## src/rtl/seq_det_pkg.sv

```systemverilog
// seq_det_pkg: shared limits and fill-counter sizing for the programmable sequence detector.
package seq_det_pkg;

    localparam int N_MAX  = 16;
    localparam int CW_MAX = 16;

    function automatic int fill_w(input int n);
        return $clog2(n + 1);
    endfunction

endpackage

```

## src/rtl/seq_sat_cnt.sv

```systemverilog
// seq_sat_cnt: saturating up-counter with synchronous clear; a same-cycle increment wins over clear as 1.
module seq_sat_cnt #(
    parameter int CW = 8
) (
    input  logic          clk,
    input  logic          rst_n,
    input  logic          inc,
    input  logic          clr,
    output logic [CW-1:0] cnt
);

    logic [CW-1:0] cnt_q, cnt_d;

    always_comb begin
        cnt_d = clr ? CW'(inc) : (inc && cnt_q != '1) ? cnt_q + 1'b1 : cnt_q;
    end

    always_ff @(posedge clk or negedge rst_n) begin
        if (!rst_n) cnt_q <= '0;
        else        cnt_q <= cnt_d;
    end

    assign cnt = cnt_q;

endmodule

```

## src/rtl/seq_det_prog.sv

```systemverilog
// seq_det_prog: serial pattern detector with loadable N-bit pattern and overlap control.
// Match counter and cnt_clr exist only when SEQ_DET_CNT_EN is defined.
module seq_det_prog
    import seq_det_pkg::*;
#(
    parameter int N  = 4,
    parameter int CW = 8
) (
    input  logic          clk,
    input  logic          rst_n,
    input  logic          seq_in,
    input  logic          seq_vld,
    input  logic [N-1:0]  pat_in,
    input  logic          pat_load,
    input  logic          overlap_en,
    input  logic          cnt_clr,
    output logic          tick,
    output logic [CW-1:0] match_cnt
);

    localparam int FW = fill_w(N);
    localparam logic [FW-1:0] FULL = FW'(N);

    if (N < 2 || N > N_MAX || CW < 1 || CW > CW_MAX) begin : g_bad_param
        $error("seq_det_prog: N or CW out of range");
    end

    logic [N-1:0]  hist_q, hist_d, pat_q, pat_d, hist_sh;
    logic [FW-1:0] fill_q, fill_d, fill_inc;
    logic          tick_q, tick_d, shift, match;

    // A load swallows any same-cycle serial bit so the new pattern starts clean.
    always_comb begin
        shift    = seq_vld && !pat_load;
        hist_sh  = {hist_q[N-2:0], seq_in};
        fill_inc = (fill_q == FULL) ? fill_q : fill_q + 1'b1;
        match    = shift && fill_inc == FULL && hist_sh == pat_q;
        pat_d    = pat_load ? pat_in : pat_q;
        hist_d   = shift ? hist_sh : hist_q;
        fill_d   = pat_load ? '0 : !shift ? fill_q : (match && !overlap_en) ? '0 : fill_inc;
        tick_d   = match;
    end

    always_ff @(posedge clk or negedge rst_n) begin
        if (!rst_n) begin
            hist_q <= '0;
            pat_q  <= '0;
            fill_q <= '0;
            tick_q <= 1'b0;
        end else begin
            hist_q <= hist_d;
            pat_q  <= pat_d;
            fill_q <= fill_d;
            tick_q <= tick_d;
        end
    end

    assign tick = tick_q;

`ifdef SEQ_DET_CNT_EN
    seq_sat_cnt #(.CW(CW)) u_cnt (
        .clk  (clk),
        .rst_n(rst_n),
        .inc  (match),
        .clr  (cnt_clr),
        .cnt  (match_cnt)
    );
`else
    logic unused_cnt_clr;
    assign unused_cnt_clr = cnt_clr;
    assign match_cnt      = '0;
`endif

endmodule

```

## config.mk

```make
export PLATFORM = sky130hd
export DESIGN_NAME = seq_det_prog
export DESIGN_NICKNAME = d
export VERILOG_FILES = /design/src/rtl/seq_det_pkg.sv /design/src/rtl/seq_sat_cnt.sv /design/src/rtl/seq_det_prog.sv
export SDC_FILE = /design/constraint.sdc
export NUM_CORES = 1
export LEC_CHECK = 0
export CAP_MARGIN = 20
export CELL_PAD_IN_SITES_DETAIL_PLACEMENT = 1
export CELL_PAD_IN_SITES_GLOBAL_PLACEMENT = 2
export CORE_MARGIN = 2
export CORE_UTILIZATION = 31
export CTS_BUF_LIST = sky130_fd_sc_hd__clkbuf_8
export CTS_CLUSTER_DIAMETER = 200
export CTS_CLUSTER_SIZE = 24
export DETAILED_ROUTE_END_ITERATION = 10
export GPL_TIMING_DRIVEN = 0
export PLACE_DENSITY_LB_ADDON = 0.25
export SETUP_SLACK_MARGIN = 0.02
export SYNTH_ARGS = -nofsm -noshare
export SYNTH_HDL_FRONTEND = slang
export SYNTH_SLANG_ARGS = --single-unit
```

## constraint.sdc

```tcl
create_clock -name clk -period 3.15 [get_ports clk]
set_clock_uncertainty 0.15 [all_clocks]
set_input_delay 0.63 -clock clk [delete_from_list [all_inputs] [get_ports clk]]
set_output_delay 0.63 -clock clk [all_outputs]
set_load 0.05 [all_outputs]
```

==> results.sh <==
export IMPL_detail_route_wl_per_cell_um=10.3
export IMPL_drtAntennaViolNets=0
export IMPL_hold_path_class="flop to flop"
export IMPL_critical_path_required_ns=2.37
export IMPL_critical_path_top_delay_family="buffers and inverters"
export IMPL_die_area_um2=2370
export IMPL_fp_dieH_um=48.7
export IMPL_pin_count=20
export IMPL_multi_input_area_um2=290
export IMPL_total_power_uw=407
export IMPL_cts_clk_slew_worst_paths_ns=0.05
export IMPL_globalplace_congestion=0.694
export IMPL_slowest_delay_ns=0.79
export IMPL_ys_ff_latch=11
export IMPL_drtIter0Drc=1
export IMPL_synthCells=54
export IMPL_switching_share_pct=28.7
export IMPL_crit_path_max_fanout=1
export IMPL_postCtsSetupRepairBufs=0
export IMPL_n_antenna_cell=0
export IMPL_rsz0062_at_grt="false"
export IMPL_power_frac_clock_pct=33.6
export IMPL_areaGrowthSynthToFinish_pct=31.6
export IMPL_cp_arrival_ns=1.34
export IMPL_clk_path_buf_depth=2
export IMPL_yosys_area_top_type_share_pct=44.5
export IMPL_fin_setup_tns_ns=0
export IMPL_fp_coreArea_um2=1920
export IMPL_setup_viol=0
export IMPL_p_int_uw=290
export IMPL_clock_latency_ns=0.24
export IMPL_final_layout_size_suffix_gt1_share_pct=29.7
export IMPL_irDropWorstVdd_mv=0.288
export IMPL_dr_pass1_iters=4
export IMPL_power_leakage_nw=0.385
export IMPL_start_util_pct=32.2
export IMPL_critPathKind="flop to output port"
export IMPL_p_comb_share_pct=23.9
export IMPL_route_vias_total=394
export IMPL_crit_slowest_cell="clkdlybuf4s50_1"
export IMPL_wl_um=1040
export IMPL_crit_buf_inv=1
export IMPL_grt_overflow_total=0
export IMPL_synth_distinct_cells=17
export IMPL_htreeDepth=1
export IMPL_placed_cell_area_um2=768
export IMPL_portBuffers=9
export IMPL_p_seq_share_pct=42.4
export IMPL_yosysWarnings=0
export IMPL_via_per_inst=3.90
export IMPL_track_usage_pct=10.5
export IMPL_max_cap_viol_count=0
export IMPL_synth_area_leader_cell="dfrtp_1"
export IMPL_grt_pass1_vias=431
export IMPL_post_place_ws_ns=1.17
export IMPL_crit_path_end_kind="output port"
export IMPL_antenna_found_initial=0
export IMPL_max_freq_mhz=473
export IMPL_fp_dieW_um=48.7
export IMPL_syn_mean_instance_area_um2=11.4
export IMPL_rows=16
export IMPL_hpwlAfterDp_um=847
export IMPL_powerDensity_nw_per_um2=500
export IMPL_cts_tree="yes"
export IMPL_drc=0
export IMPL_setup_ws_ns=1.03
export IMPL_cp_start_kind="flop"
export IMPL_nFillCells=233
export IMPL_clockRootBuffer="clkbuf_8"
export IMPL_cts_made_buffers=3
export IMPL_seq_area_um2=275
export IMPL_final_area_um2=813
export IMPL_cts_hold_buffers=0
export IMPL_outcome="complete, no violations"
export IMPL_finalHoldViolCount=0
export IMPL_synth_seq_area_share_pct=44.5
export IMPL_clock_sinks=11
export IMPL_crit_chain="clkdlybuf4s50_1"
export IMPL_min_period_over_period_pct=67.2
export IMPL_power_switching_uw=117
export IMPL_syn_area_um2=618
export IMPL_ctsResizeCount=0
export IMPL_grt_max_degree=12
export IMPL_period_minus_slack_ns=2.12
export IMPL_synth_area_leaders="dfrtp_1 45%, mux2_2 13%, buf_4 9.7%"
export IMPL_nets=88
export IMPL_grt_pass1_wl_um=1810
export IMPL_finalMaxSlewViolations=0
## layer usage
layer	part of all wire, %	track usage [%]
met3	7.1	5.86
met2	50	17.1
met1	42	11.8
met5	0	0
met4	0.67	2.86
## cell families after synthesis
group                    Yosys count  synth area share, %
flip-flops                        11                 44.5
AO/OA/AOI/OAI                      1                 1.42
adder cells (fa/ha/maj)            2                 4.05
AND/OR/NAND/NOR                   14                 13.8
XOR/XNOR                           6                 8.50
other                              1                0.607
buffers and inverters             11                 12.8
multiplexers                       8                 14.4
## worst reg2reg max path: cells and delay by family, from the launching register on
kind,cells,cell delay (ns)
AO/OA/AOI/OAI,1,0.23
XOR/XNOR,1,0.18
buffers and inverters,1,0.10
flip-flops,1,0.40
AND/OR/NAND/NOR,2,0.21
adder cells (fa/ha/maj),1,0.19
## sequential cells by signal, indices dropped and copies added (netlist names)
signal,cells
hist_q,3
fill_q,3
pat_q,4
tick,1
## per-stage QoR
step           instances  hold WS (ns)  utilization, %
6_report             101         0.377            42.3
5_1_grt              101         0.398            42.3
4_1_cts              101         0.383            42.3
3_5_place_dp          97         0.371            40.0
3_3_place_gp          97         0.364            40.0
2_1_floorplan         61         0.184               -
## cell type report
| cell class | instances | share of cell area (%) |
|---|---|---|
| Buffer | 9 | 8.77 |
| Multi-Input combinational cell | 39 | 35.7 |
| Sequential cell | 11 | 33.8 |
| Tap cell | 27 | 4.15 |
| Clock inverter | 1 | 0.462 |
| Inverter | 2 | 0.923 |
| Clock buffer | 3 | 5.08 |
| Timing Repair Buffer | 9 | 11.1 |
## worst paths after layout
kind	from	endpoint	cells past startpoint	slack [ns]
worst min-delay path	pat_q[0]	pat_q[0]	1	0.38
worst max register to register	fill_q[0]	fill_q[2]	6	1.58
worst min register to register	pat_q[0]	pat_q[0]	1	0.38
max in group asynchronous	rst_n	fill_q[0]	1	1.95
min in group asynchronous	rst_n	pat_q[3]	1	0.57
worst max-delay path	tick	tick	1	1.03
## power by group through the flow
stage / Sequential [mW] / Combinational (mW) / Clock, mW
finish: 0.173 / 0.0973 / 0.137
global route: 0.176 / 0.106 / 0.148
floorplan: 0.172 / 0.0751 / 0
global placement: 0.174 / 0.0950 / 0
CTS: 0.173 / 0.0986 / 0.142
detailed placement: 0.176 / 0.0971 / 0
## synth_stat cells
| cell | n |
|---|---|
| buf_4 | 8 |
| mux2_2 | 7 |
| inv_1 | 2 |
| nor2_1 | 6 |
| dfrtp_1 | 11 |
| buf_6 | 1 |
| xor2_1 | 4 |
| xnor2_1 | 2 |
| mux2i_1 | 1 |
| nand2b_4 | 1 |
| nor3_2 | 2 |
| nand4b_1 | 1 |
| ha_1 | 2 |
| a22o_1 | 1 |
| conb_1 | 1 |
| nand2_1 | 3 |
| and4_1 | 1 |
## cell usage in the layout (no fill, tap or decap)
| cell type | synthesis | layout |
|---|---|---|
| a22o_1 | 1 | 1 |
| conb_1 | 1 | 8 |
| nand2_1 | 3 | 3 |
| nor3_2 | 2 | 2 |
| mux2_2 | 7 | 7 |
| nand4b_1 | 1 | 1 |
| dfrtp_1 | 11 | 11 |
| buf_4 | 8 | 8 |
| xor2_1 | 4 | 4 |
| clkdlybuf4s50_1 | 0 | 9 |
| inv_1 | 2 | 3 |
| and4_1 | 1 | 1 |
| buf_6 | 1 | 1 |
| clkbuf_8 | 0 | 3 |
| mux2i_1 | 1 | 1 |
| nor2_1 | 6 | 6 |
| nand2b_4 | 1 | 1 |
| xnor2_1 | 2 | 2 |
| ha_1 | 2 | 2 |
Power figures use the tool's default switching activity.
